**src/rtl/watermark_sequencer.sv**
```systemverilog
`timescale 1ns/1ps
// Watermark job sequencer: debounces the image/watermark switches, hands one job
// at a time to the processor and commits the shown selection on a VGA vsync fall.
module watermark_sequencer #(
  parameter int DEBOUNCE_CYCLES = 1000000,
  parameter int TIMEOUT_CYCLES  = 16777216
) (
  input  logic clk,
  input  logic rst_n,
  input  logic image_choice,
  input  logic water_choice,
  input  logic vs,
  input  logic proc_waiting,
  input  logic proc_done,
  output logic proc_start,
  output logic proc_image_sel,
  output logic proc_water_sel,
  output logic disp_image_sel,
  output logic disp_water_sel,
  output logic busy,
  output logic timeout_err
);

  localparam int DW = $clog2(DEBOUNCE_CYCLES + 1);
  localparam int TW = $clog2(TIMEOUT_CYCLES);
  localparam logic [DW-1:0] DEB_LAST  = DW'(DEBOUNCE_CYCLES - 1);
  localparam logic [TW-1:0] TMO_LIMIT = TW'(TIMEOUT_CYCLES - 1);

  typedef enum logic [2:0] {IDLE, START, ACK, RUN, SWAP, ERR} state_t;

  state_t state, state_next;

  // Bit 1 is the image switch, bit 0 the watermark switch, in every pair below.
  logic [1:0]         sync1, sync2, deb_pair;
  logic [1:0][DW-1:0] deb_cnt;
  logic [1:0]         job_pair, disp_pair;
  logic               pending;
  logic               vs_q;
  logic [TW-1:0]      tmo_cnt, tmo_next, tmo_inc;
  logic               load_job, load_disp;

  always_ff @(posedge clk or negedge rst_n) begin
    if (!rst_n) begin
      sync1 <= '0;
      sync2 <= '0;
    end else begin
      sync1 <= {image_choice, water_choice};
      sync2 <= sync1;
    end
  end

  // A switch value is accepted only after it has disagreed with the current
  // debounced value for DEBOUNCE_CYCLES cycles in a row.
  always_ff @(posedge clk or negedge rst_n) begin
    if (!rst_n) begin
      deb_pair <= '0;
      deb_cnt  <= '0;
    end else begin
      for (int i = 0; i < 2; i++) begin
        if (sync2[i] == deb_pair[i]) begin
          deb_cnt[i] <= '0;
        end else if (deb_cnt[i] == DEB_LAST) begin
          deb_pair[i] <= sync2[i];
          deb_cnt[i]  <= '0;
        end else begin
          deb_cnt[i] <= deb_cnt[i] + 1'b1;
        end
      end
    end
  end

  always_ff @(posedge clk or negedge rst_n) begin
    if (!rst_n) begin
      state     <= IDLE;
      pending   <= 1'b1;
      job_pair  <= '0;
      disp_pair <= '0;
      tmo_cnt   <= '0;
      vs_q      <= 1'b1;
    end else begin
      state   <= state_next;
      tmo_cnt <= tmo_next;
      vs_q    <= vs;
      if (load_job) begin
        job_pair <= deb_pair;
        pending  <= 1'b0;
      end
      if (load_disp) begin
        disp_pair <= job_pair;
      end
    end
  end

  assign tmo_inc = tmo_cnt + 1'b1;

  // The timeout check takes priority over the normal ACK/RUN hand-off.
  always_comb begin
    state_next = state;
    tmo_next   = tmo_cnt;
    load_job   = 1'b0;
    load_disp  = 1'b0;
    case (state)
      IDLE: begin
        if (proc_waiting && (pending || (deb_pair != job_pair))) begin
          state_next = START;
          load_job   = 1'b1;
        end
      end
      START: begin
        tmo_next   = '0;
        state_next = ACK;
      end
      ACK: begin
        tmo_next = tmo_inc;
        if (tmo_inc == TMO_LIMIT) begin
          state_next = ERR;
        end else if (!proc_waiting) begin
          state_next = RUN;
        end
      end
      RUN: begin
        tmo_next = tmo_inc;
        if (tmo_inc == TMO_LIMIT) begin
          state_next = ERR;
        end else if (proc_done) begin
          state_next = SWAP;
        end
      end
      SWAP: begin
        if (vs_q && !vs) begin
          load_disp  = 1'b1;
          state_next = IDLE;
        end
      end
      ERR: begin
        state_next = ERR;
      end
      default: begin
        state_next = IDLE;
      end
    endcase
  end

  assign proc_start     = (state == START);
  assign busy           = (state == START) || (state == ACK) ||
                          (state == RUN)   || (state == SWAP);
  assign timeout_err    = (state == ERR);
  assign proc_image_sel = job_pair[1];
  assign proc_water_sel = job_pair[0];
  assign disp_image_sel = disp_pair[1];
  assign disp_water_sel = disp_pair[0];

endmodule

```
**config.mk**
```make
export PLATFORM = sky130hd
export DESIGN_NAME = watermark_sequencer
export DESIGN_NICKNAME = d
export VERILOG_FILES = /design/src/rtl/watermark_sequencer.sv
export SDC_FILE = /design/constraint.sdc
export NUM_CORES = 1
export LEC_CHECK = 0
export CAP_MARGIN = 20
export CORE_MARGIN = 10
export CORE_UTILIZATION = 40
export DETAILED_ROUTE_END_ITERATION = 8
export GPL_ROUTABILITY_DRIVEN = 0
export HOLD_SLACK_MARGIN = 0.15
export SYNTH_ARGS = -nofsm -noshare
export SYNTH_HDL_FRONTEND = slang
export SYNTH_SLANG_ARGS = --single-unit
```
**constraint.sdc**
```tcl
create_clock -name clk -period 2.3 [get_ports clk]
set_clock_uncertainty 0.15 [all_clocks]
set_input_delay 0.69 -clock clk [delete_from_list [all_inputs] [get_ports clk]]
set_output_delay 0.69 -clock clk [all_outputs]
set_load 0.005 [all_outputs]
```
Yosys cells after proc, flatten, opt, wreduce, memory -nomap -nowiden:

Index checks and enable logic that the tools add are counted.
Widths: inputs -> output; s select.

* memories kept: 0
* bits in latches: 0
* logic and storage cells: 61
* output and inout bits: 7
* ROM bits: 0
* bits in writable memories: 0
* input port bits: 7
* flip-flop bits (word level): 79

* shifts and indexed selects: 0
* equal/unequal tests: 15
* mux-type cells: 16
* divide/modulo/power cells: 0
* add/subtract/negate cells: 3
* $mul: 0
* $lt $le $gt $ge: 0
* bitwise operators: 2
* reductions and logical operators: 13

Operators by type and width (number)
* $mux 20: 4
* $pmux 24 s2: 1
* $add 20x1->20 const B: 2
* $eq 20x20->1 const B: 2
* $add 24x1->24 const B: 1
* $eq 24x24->1 const B: 1
* $mux 3: 6
* $pmux 3 s6: 1
* $eq 3x2->1 const B: 2
* $eq 3x3->1 const B: 2
* $ne 3x3->1 const B: 2
* $logic_or 1x1->1: 4
* $mux 1: 4
* $ne 2x2->1 const B: 2
* $reduce_and 2->1: 2
* $reduce_and 4->1: 1
* $eq 3x1->1 const B: 1
* $logic_not 3->1: 1
* $eq 1x1->1: 2
* $logic_and 1x1->1: 2
* $ne 2x2->1: 1
* $not 1->1: 2
* $reduce_bool 2->1: 1
* $reduce_or 2->1: 1
* $logic_not 1->1: 1

Longest topological paths before layout:

Gate-level depths: netlist of the first run.

* depth in word-level cells: 5
* gate-level depth with buffers: 9
* mapped depth without buffers: 7

Worst setup path after synthesis of the first run:

OpenSTA, ideal clock, no wires.

* path kind: reg2reg
* start point: register tmo_cnt[0]
* end point: register state[1]
* setup time: 119 ps
* path buffers: 1
* arrival: 2094 ps
* cell stages (with the launch flop): 9
* setup slack: -63 ps
* data required time: 2031 ps
* clock period less this slack: 2363 ps
* cell sequence: dfrtp_1 -> ha_1 -> nand3_1 -> clkbuf_1 -> nor3_1 -> nand4_1 -> a211oi_1 -> nand4_1 -> o21a_1

* longest elaborated chain between the ends: 4
* elaborated cells between the ends (all ways): 8
* classes of those cells: add/sub: 1; eq/ne: 3; mux: 3; reduce/logical: 1

RTL lines
* start: declaration: line 39 `logic [TW-1:0] tmo_cnt, tmo_next, tmo_inc;`
* start signal: assignment: line 82 `tmo_cnt <= tmo_next;`
* $add 24x1->24 *: line 94 `assign tmo_inc = tmo_cnt + 1'b1;`
* $eq 24x24->1 *: line 115, 123
* $mux 3, or another cell as far along: line 123 `if (tmo_inc == TMO_LIMIT) begin`
* $pmux 3 s6 or $reduce_and 4->1 (tied branches)
* end signal: assignment: line 81 `state <= state_next;`
* end: declaration: line 31 `state_t state, state_next;`

Mark *: on every way between the ends. The rest lies on a longest branch, timed or not.
A chain may end at the register's enable or synchronous reset.

Final worst setup path of the first run:

* start point: register tmo_cnt[7]
* end point: register state[1]

The elaborated chain is that of the path after synthesis.

==> run_results.csv, run 1 <==
group,metric,value,unit
grt,antenna_found_initial,0,
die,io_pins,14,
yosys,syn_area,4190,um^2
place,port_buffers,13,
die,core_area,10300,um^2
die,rows,37,
place,placed_area,4810,um^2
layout,antenna_cells,0,
worst_setup_path,crit_start,"tmo_cnt[7]$_DFFE_PN0P_",
power,combPwrFrac,0.032,
place,place_hpwl,6290,um
sta,slew-limit-headroom,0.694,
status,status,"finished, final reports clean",
worst_setup_path,crit_fanout,4,
min_path,hold_depth,0,
yosys,synth-seq-cells,79,
min_path,worst_hold_path_type,"reg -> reg",
die,die_area,15000,um^2
clocking,clockBufferDepth,2,
clocking,insertion_delay,0.37,ns
sta,drv_slew,0,
yosys,synth_xor_area_frac,0.109,
die,dieWidth,122,um
power,p_sw_frac,0.234,
route,drc,0,
yosys,synthCells,447,
worst_setup_path,cp_cell_sequence,"nand4_1, or4_4, or3_4, a211oi_2, nand4_1, o21a_1",
grt,grt_max_degree,33,
yosys,avgSynthCellArea,9.37,um^2
clocking,clock-sinks,79,
worst_setup_path,path_buf_inv,0,
yosys,synth.most_common_cell,"dfrtp_1",
power,p_sw,0.000600,W
layout,final_util,0.494,
yosys,synth_area_leaders,"dfrtp_1, xor2_1, nor2_1, xnor2_1, o21ai_0",
yosys,ys_warn_count,0,
clocking,cts_root_buf,"clkbuf_8",
place,dpl.cell_count,623,
grt,grt_overflow,0,
worst_setup_path,end_kind,"register",
worst_setup_path,cpLargestDelayFamily,"simple AND/OR/NAND/NOR gates",
worst_setup_path,slowest_delay,0.55,ns
power,pwr-share-clk,0.418,
worst_setup_path,ff2ff_setup_slack,0.004,ns
worst_setup_path,arrival,2.41,ns
yosys,synthFlopType,"dfrtp_1",
route,wire_per_inst,13.8,um
worst_setup_path,r2r-start,"tmo_cnt[7]$_DFFE_PN0P_",
yosys,muxShareOfSynthArea,0.0188,
yosys,synth_largest_area_cell,"dfrtp_1",
power,p_seq_frac,0.550,
worst_setup_path,critPathKind,"reg -> reg",
clocking,cts_tree,"done",
yosys,synth_top_cell_area_share,0.460,
worst_setup_path,r2r_end,"state[1]$_DFFE_PN0P_",
layout,fillers,964,
sta,max_clock_freq,0.436,GHz
sta,tightestPinTransition,0.455,ns
job,maxCapViolations,0,
yosys,ys_seq_area_frac,0.473,
worst_setup_path,crit_required,2.42,ns
sta,finalCritPeriodShare,0.998,
place,dpl_worst_slack,-0.0263,ns
power,internal_power,0.00197,W
route,vias,3314,
yosys,synth_nets,458,
die,start_util,0.407,
layout,post-route-cell-area,5080,um^2
clocking,clk_transition_reported_paths,0.09,ns
grt,grt_pass1_wl,15400,um
grt,grt.total_usage,0.126,
clocking,htree_levels,3,
power,power_leakage,2.12,nW
worst_setup_path,crit_top_cell,"nand4_1",
power,vdd_drop_max,0.319,mV
sta,fin_hold_ws,0.202,ns
layout,syn_to_final_growth,21.3,%
yosys,synth_cell_types,49,
grt,grt_pass1_vias,3341,
route,firstDrtPassIters,4,
sta,rsz0062_at_grt,"yes",
die,die_y,122,um
sta,fin_crit,2.30,ns
yosys,synth_compound_area_frac,0.111,
yosys,synthArstFlopShare,1.00,
worst_setup_path,slowest_stage,"or4_4",
route,vias_per_cell,5.16,
min_path,hold_start,"sync1[0]$_DFF_PN0_",
yosys,synth_top_family_by_area,"simple AND/OR/NAND/NOR gates",
route,ant_nets,0,
route,dr.first_iter.drc_count,177,
layout,layout.nets,512,
sta,hold_viol,0,
yosys,synth-simple-area-share,0.245,
yosys,synth.cells.most_frequent,"dfrtp_1, nor2_1, nand2_1, o21ai_0, xor2_1",
worst_setup_path,cp-start-kind,"register",
route,drt_wl_total,8860,um
worst_setup_path,ff2ff_path_depth,6,
clocking,cts-buffers-inserted,9,
layout,layout.cells.non_filler,642,
yosys,synth_edf_count,0,
yosys,synth_fa_ha_area_frac,0.0120,
min_path,whs_endpoint,"sync2[0]$_DFF_PN0_",
power,pwr_density_cell,505,nW/um^2
layout,layout-drive-gt1-share,0.192,
sta,setup_violations,0,
sta,worst_slack,0.00391,ns
[layout by cell type (no fill, tap or decap), types with 3 or more instances in the layout]
cell type        count
dfrtp_1             73
a31oi_1              5
and2_1               3
o21ai_0             35
o31ai_1             10
nand3b_1             6
xnor2_1             22
nand3_1             23
nand2_1             35
nor4_1               7
and4_1               7
clkbuf_8            10
dlygate4sd2_1        3
xor2_1              30
inv_1               12
a21o_1               4
a21oi_1              8
buf_4               48
ha_1                 4
nor3_1               5
nor2_1              60
mux2_2               7
nor4_2               3
and3_1               5
dfrtp_2              4
nand4_1             19
clkdlybuf4s50_1      9
[layer usage]
metal / global-route usage / wire length, um / vias to the layer above
met5: 0 / 0 / -
met4: 0.0434 / 93 / 0
met3: 0.0395 / 369 / 7
met2: 0.211 / 4290 / 40
met1: 0.150 / 4110 / 1580
li1: - / - / 1687
[registers in the layout, summed over array words and instances (netlist names)]
signal,cells
deb_cnt,40
deb_pair,2
disp_pair,2
job_pair,2
pending,1
state,3
sync1,2
sync2,2
tmo_cnt,24
vs_q,1
[logic make-up after synthesis]
| family | Yosys count |
|---|---|
| DFF | 79 |
| AOI/OAI and AO/OA | 75 |
| and+or+nand+nor | 196 |
| buffers and inverters | 34 |
| muxes | 7 |
| adders and majority gates | 4 |
| xor gates and xnor gates | 52 |
[cell type report]
cell class                 count  area [um^2]  area share
timing repair buffer          65          549       0.108
sequential                    79         1980       0.391
clock inverter                 6         67.6      0.0133
clock buffer                  10          138      0.0271
inverter                      12         45.0     0.00887
tap                          136          170      0.0335
multi-input combinational    334         2130       0.418
[repair_timing]
action                                 4_1_cts  5_1_grt
endpoints found under the hold margin       27        0
hold buffers                                 1        0
setup endpoints to repair                    4       22
gates resized for setup                      8        6
setup buffers                                1        1
pin swaps                                    1        1
[through the flow]
| stage | TNS, ns | power (W) |
|---|---|---|
| finish | 0 | 0.00257 |
| detailed placement | -0.0263 | 0.00152 |
| global route | -0.0631 | 0.00268 |
| global placement | 0 | 0.00152 |
| floorplan | 0 | 0.00146 |
| CTS | 0 | 0.00262 |
[power by group through the flow]
stage	Sequential, W	Clock, W	Combinational [W]
global route	0.00141	0.00117	0.0000954
finish	0.00141	0.00107	0.0000817
CTS	0.00141	0.00112	0.0000847
global placement	0.00144	0	0.0000819
floorplan	0.00144	0	0.0000269
detailed placement	0.00144	0	0.0000833
[worst reg2reg max path: cells and delay by family, from the launching register on]
kind / cells / cell delay [ns]
AOI/OAI and AO/OA: 2 / 0.45
DFF: 1 / 0.43
and+or+nand+nor: 4 / 1.17
[worst max path at each step]
stage | end | depth (start not counted)
final | state[1]$_DFFE_PN0P_ | 6
after global routing | state[1]$_DFFE_PN0P_ | 6
after CTS | state[1]$_DFFE_PN0P_ | 6
after detailed placement | state[1]$_DFFE_PN0P_ | 7
after global placement | state[1]$_DFFE_PN0P_ | 7
after floorplan | state[1]$_DFFE_PN0P_ | 7
Power figures use the tool's default switching activity.
==> inputs of run 2 (changes only) <==
--- a/config.mk
+++ b/config.mk
@@ -9,6 +9,7 @@
 export CORE_MARGIN = 10
 export CORE_UTILIZATION = 40
 export DETAILED_ROUTE_END_ITERATION = 8
+export DONT_BUFFER_PORTS = 1
 export GPL_ROUTABILITY_DRIVEN = 0
 export HOLD_SLACK_MARGIN = 0.15
 export SYNTH_ARGS = -nofsm -noshare
==> run 2 against run 1 <==
Net effect: the flow now finishes with violations (hold timing); core utilization down 2.3 points; wire length fell by 2.9%; sequential cell count unchanged; sequential power about the same; final cell count fell by 4.0%; critical path type unchanged; critical path depth up 1; highest routed layer unchanged; combinational power decreased by 56%; total power down 4.2%; clock-buffer cell count increased by 2; design area shrank 4.8%; worst setup slack better by 0.041 ns.
==> run_results.csv, run 2 (same netlist as run 1, synthesis figures left out) <==
group,metric,value,unit
route,wire_per_inst,14.0,um
die,die_area,15000,um^2
layout,layout.nets,487,
layout,antenna_cells,0,
route,drc,0,
grt,grt_overflow,0,
worst_setup_path,slowest_delay,0.44,ns
place,placed_area,4590,um^2
sta,slew-limit-headroom,0.748,
sta,finalCritPeriodShare,0.980,
clocking,htree_levels,3,
layout,multiInputGateArea,2130,um^2
sta,max_clock_freq,0.443,GHz
sta,fin_hold_ws,-0.126,ns
route,ant_nets,0,
die,rows,37,
die,die_y,122,um
worst_setup_path,cp_cell_sequence,"buf_6, nand4_4, or4_4, or3_4, a211oi_2, nand4_1, o21a_1",
sta,rsz0062_at_grt,"yes",
clocking,insertion_delay,0.35,ns
layout,regMostFlops,"deb_cnt",
layout,largest_reg_flops,40,
layout,final_util,0.471,
clocking,cts_tree,"done",
min_path,worst_hold_path_type,"in -> async",
layout,post-route-cell-area,4840,um^2
status,violations,"hold timing",
sta,tightestPinTransition,0.377,ns
grt,grt_max_degree,80,
worst_setup_path,r2r_end,"state[1]$_DFFE_PN0P_",
layout,fillers,962,
status,status,"complete, but fails checks",
clocking,clockBufferDepth,2,
worst_setup_path,crit_required,2.40,ns
worst_setup_path,slowest_stage,"or4_4",
clocking,cts_root_buf,"clkbuf_8",
sta,setup_tns,0,ns
sta,fin_crit,2.26,ns
worst_setup_path,path_buf_inv,1,
sta,hold_viol,77,
clocking,clock-sinks,79,
grt,grt_pass1_wl,15100,um
route,firstDrtPassIters,4,
place,port_buffers,0,
die,start_util,0.407,
worst_setup_path,end_kind,"register",
place,place_hpwl,5770,um
route,dr.first_iter.drc_count,226,
worst_setup_path,arrival,2.35,ns
route,vias_per_cell,5.26,
power,vdd_drop_max,0.298,mV
place,dpl.cell_count,600,
layout,final_common_cell,"dfrtp_1",
worst_setup_path,critPathKind,"reg -> reg",
layout,syn_to_final_growth,15.6,%
route,drt_wl_total,8600,um
power,power_leakage,2.02,nW
route,vias,3242,
die,core_area,10300,um^2
worst_setup_path,r2r-start,"tmo_cnt[0]$_DFFE_PN0P_",
layout,register_area,1980,um^2
sta,drv_slew,0,
worst_setup_path,ff2ff_setup_slack,0.04,ns
layout,reg_top3,"deb_cnt: 40 flops, tmo_cnt: 24 flops, state: 3 flops",
grt,antenna_found_initial,0,
grt,grt_pass1_vias,3162,
layout,final_cell_mix,"dfrtp_1, nor2_1, buf_4",
job,maxCapViolations,0,
clocking,clk_transition_reported_paths,0.08,ns
grt,grt.total_usage,0.124,
worst_setup_path,cpLargestDelayFamily,"simple AND/OR/NAND/NOR gates",
power,pwr_density_cell,508,nW/um^2
layout,layout-drive-gt1-share,0.163,
die,dieWidth,122,um
clocking,cts-buffers-inserted,9,
worst_setup_path,crit_fanout,5,
die,io_pins,14,
sta,setup_violations,0,
worst_setup_path,ff2ff_path_depth,7,
worst_setup_path,cp-start-kind,"register",
layout,layout.cells.non_filler,616,
run 2: final cells by class:
type,count,area share
Clock inverter,3,0.00905
Inverter,12,0.00931
Multi-Input combinational cell,334,0.441
Clock buffer,12,0.0300
Sequential cell,79,0.410
Tap cell,136,0.0352
Timing Repair Buffer,40,0.0659
run 2: what timing repair did:
action	in CTS	in global routing
pin swaps	0	5
resized for setup	2	7
hold endpoints to repair	79	80
endpoints found under the setup margin	2	22
setup buffers	0	0
run 2: how the worst max path moves through the flow:
stage	startpoint	to	slack, ns	depth (start not counted)
after floorplan	tmo_cnt[4]$_DFFE_PN0P_	state[1]$_DFFE_PN0P_	0.02	7
after global placement	tmo_cnt[0]$_DFFE_PN0P_	state[1]$_DFFE_PN0P_	-0.006	7
after detailed placement	tmo_cnt[0]$_DFFE_PN0P_	state[1]$_DFFE_PN0P_	-0.06	7
after CTS	tmo_cnt[0]$_DFFE_PN0P_	state[1]$_DFFE_PN0P_	-0.03	7
after global routing	tmo_cnt[0]$_DFFE_PN0P_	state[1]$_DFFE_PN0P_	-0.05	7
final	tmo_cnt[0]$_DFFE_PN0P_	state[1]$_DFFE_PN0P_	0.04	7
run 2: per-stage QoR:
stage | total power [W] | worst slack, ns
after global routing | 0.00257 | -0.0540
after floorplan | 0.00146 | 0.0199
after detailed placement | 0.00147 | -0.0551
after global placement | 0.00147 | -0.00562
after CTS | 0.00250 | -0.0315
final | 0.00246 | 0.0449
run 2: power by group:
group	switching [W]	internal [W]	leakage, nW
clock	0.000485	0.000527	0.0964
sequential	0.0000103	0.00140	1.08
combinational	0.0000198	0.0000164	0.841
total	0.000515	0.00194	2.02
run 2: routing by layer:
layer | global-route usage | part of all wire | vias to the layer above | wire (um)
met2 | 0.201 | 0.49 | 38 | 4210
met4 | 0.0376 | 0.010 | 0 | 87
li1 | - | - | 1631 | -
met5 | 0 | 0 | - | 0
met3 | 0.0418 | 0.032 | 6 | 277
met1 | 0.153 | 0.47 | 1567 | 4030
==> inputs of run 3 (changes only) <==
--- a/config.mk
+++ b/config.mk
@@ -12,6 +12,7 @@
 export DONT_BUFFER_PORTS = 1
 export GPL_ROUTABILITY_DRIVEN = 0
 export HOLD_SLACK_MARGIN = 0.15
+export REMOVE_ABC_BUFFERS = 1
 export SYNTH_ARGS = -nofsm -noshare
 export SYNTH_HDL_FRONTEND = slang
 export SYNTH_SLANG_ARGS = --single-unit
==> constraint.sdc (replaced) <==
create_clock -name clk -period 2.5 [get_ports clk]
set_clock_uncertainty 0.15 [all_clocks]
set_input_delay 0.25 -clock clk [delete_from_list [all_inputs] [get_ports clk]]
set_output_delay 0.25 -clock clk [all_outputs]
set_load 0.005 [all_outputs]
==> run 3 against run 2 <==
Net effect: non-clock buffer count down 4; register-to-register slack gained 0.11 ns; sequential share of layout area up 0.13 points; final cell count fell by 0.49%; the run now ends clean; critical path depth decreased by 1; clock power rose by 11%; combinational power is 86% higher; sequential cell count stayed put; clock-buffer cell count is 3 lower; via count decreased by 0.37%.
==> run_results.csv, run 3 (same netlist as run 1, synthesis figures left out) <==
group,metric,value,unit
status,status,"finished, final reports clean",
worst_setup_path,cp_cell_sequence,"nand4_1, or4_4, or3_4, a211oi_2, nand4_1, o21a_1",
power,p_total,0.00248,W
worst_setup_path,r2r-start,"tmo_cnt[8]$_DFFE_PN0P_",
layout,antenna_cells,0,
clocking,clockBufferDepth,2,
worst_setup_path,critPathKind,"reg -> reg",
worst_setup_path,slowest_stage,"or4_4",
layout,final_common_cell,"dfrtp_1",
place,placed_area,4460,um^2
clocking,insertion_delay,0.36,ns
power,pwr_density_cell,514,nW/um^2
layout,layout-drive-gt1-share,0.147,
clocking,cts-buffers-inserted,9,
sta,tightestPinTransition,0.476,ns
clocking,clock-sinks,79,
route,firstDrtPassIters,5,
sta,fin_crit,2.34,ns
die,die_area,15000,um^2
route,wire_per_inst,14.2,um
sta,hold_viol,0,
die,dieWidth,122,um
route,vias,3230,
worst_setup_path,slowest_delay,0.57,ns
layout,regMostFlops,"deb_cnt",
route,dr.first_iter.drc_count,277,
clocking,clk_transition_reported_paths,0.09,ns
layout,layout.nets,483,
place,dpl.cell_count,587,
place,place_hpwl,5860,um
place,port_buffers,0,
grt,grt_pass1_wl,15100,um
worst_setup_path,r2r_end,"state[1]$_DFFE_PN0P_",
sta,setup_violations,0,
worst_setup_path,path_depth,6,
clocking,cts_root_buf,"clkbuf_8",
layout,layout.cells.non_filler,613,
worst_setup_path,cp-start-kind,"register",
layout,reg_top3,"deb_cnt: 40 flops, tmo_cnt: 24 flops, state: 3 flops",
route,ant_nets,0,
sta,setup_tns,0,ns
grt,grt_pass1_vias,3145,
clocking,cts_tree,"done",
worst_setup_path,crit_fanout,5,
layout,post-route-cell-area,4830,um^2
power,power_leakage,1.99,nW
worst_setup_path,ff2ff_path_depth,6,
die,core_area,10300,um^2
route,drt_wl_total,8710,um
worst_setup_path,path_buf_inv,0,
worst_setup_path,crit_end,"state[1]$_DFFE_PN0P_",
worst_setup_path,ff2ff_setup_slack,0.16,ns
worst_setup_path,end_kind,"register",
sta,finalCritPeriodShare,0.937,
min_path,worst_hold_path_type,"in -> reg",
grt,grt.total_usage,0.123,
grt,antenna_found_initial,0,
layout,syn_to_final_growth,15.4,%
die,start_util,0.407,
sta,max_clock_freq,0.427,GHz
sta,drv_slew,0,
worst_setup_path,arrival,2.44,ns
power,vdd_drop_max,0.245,mV
worst_setup_path,crit_start,"tmo_cnt[8]$_DFFE_PN0P_",
grt,grt_max_degree,80,
layout,fillers,980,
worst_setup_path,crit_required,2.60,ns
grt,grt_overflow,0,
worst_setup_path,cpLargestDelayFamily,"simple AND/OR/NAND/NOR gates",
die,rows,37,
job,maxCapViolations,0,
die,die_y,122,um
worst_setup_path,crit_top_cell,"nand4_1",
clocking,htree_levels,3,
route,vias_per_cell,5.27,
layout,final_cell_mix,"dfrtp_1, nor2_1, nand2_1, o21ai_0, xor2_1",
layout,largest_reg_flops,40,
sta,slew-limit-headroom,0.680,
die,io_pins,14,
route,drc,0,
run 3: final cells by class:
class                           count  area [um^2]  area share
Multi-Input combinational cell    334         2090       0.433
Sequential cell                    79         1990       0.411
Timing Repair Buffer               36          305      0.0632
Tap cell                          136          170      0.0352
Clock buffer                        9          124      0.0256
Clock inverter                      7          109      0.0225
Inverter                           12         45.0     0.00932
run 3: power breakdown:
part | internal, W | switching [W]
registers | 0.00129 | 0.00000963
clock network | 0.000587 | 0.000529
logic | 0.0000225 | 0.0000445
total | 0.00190 | 0.000583
run 3: how the worst min path moves through the flow:
stage / start / endpoint / slack, ns / depth (start not counted)
4_1_cts: proc_waiting / pending$_DFFE_PN1P_ / 0.20 / 3
5_1_grt: sync1[0]$_DFF_PN0_ / sync2[0]$_DFF_PN0_ / 0.23 / 0
3_3_place_gp: rst_n / deb_cnt[33]$_DFF_PN0_ / -0.19 / 0
6_report: proc_waiting / pending$_DFFE_PN1P_ / 0.21 / 3
3_5_place_dp: rst_n / deb_cnt[33]$_DFF_PN0_ / -0.19 / 0
2_1_floorplan: rst_n / deb_cnt[0]$_DFF_PN0_ / -0.20 / 0
run 3: routing by layer:
metal  vias up  global-route usage  routed length (um)
li1       1617                   -                   -
met1      1560               0.162                4290
met2        44               0.196                4050
met3         9              0.0248                 281
met4         0              0.0442                  91
met5         -                   0                   0
run 3: worst reg2reg max path, delay by kind of cell (launching register included):
kind,cells,cell delay (ns)
DFF,1,0.45
and+or+nand+nor,4,1.22
AOI/OAI and AO/OA,2,0.42
run 3: stage by stage:
step / setup slack [ns] / hold slack [ns] / utilization
final: 0.157 / 0.212 / 0.470
after global routing: -0.00120 / 0.233 / 0.470
after CTS: 0.0526 / 0.203 / 0.466
after detailed placement: -0.00864 / -0.193 / 0.434
after global placement: 0.0861 / -0.193 / 0.434
after floorplan: 0.0749 / -0.196 / -
run 3: timing repair:
| item | CTS | global route |
|---|---|---|
| hold buffers | 7 | 0 |
| pin swaps | 0 | 3 |
| resized for setup | 2 | 6 |
| hold endpoints to repair | 87 | 0 |
| setup endpoints to repair | 1 | 10 |
| setup buffers | 0 | 3 |
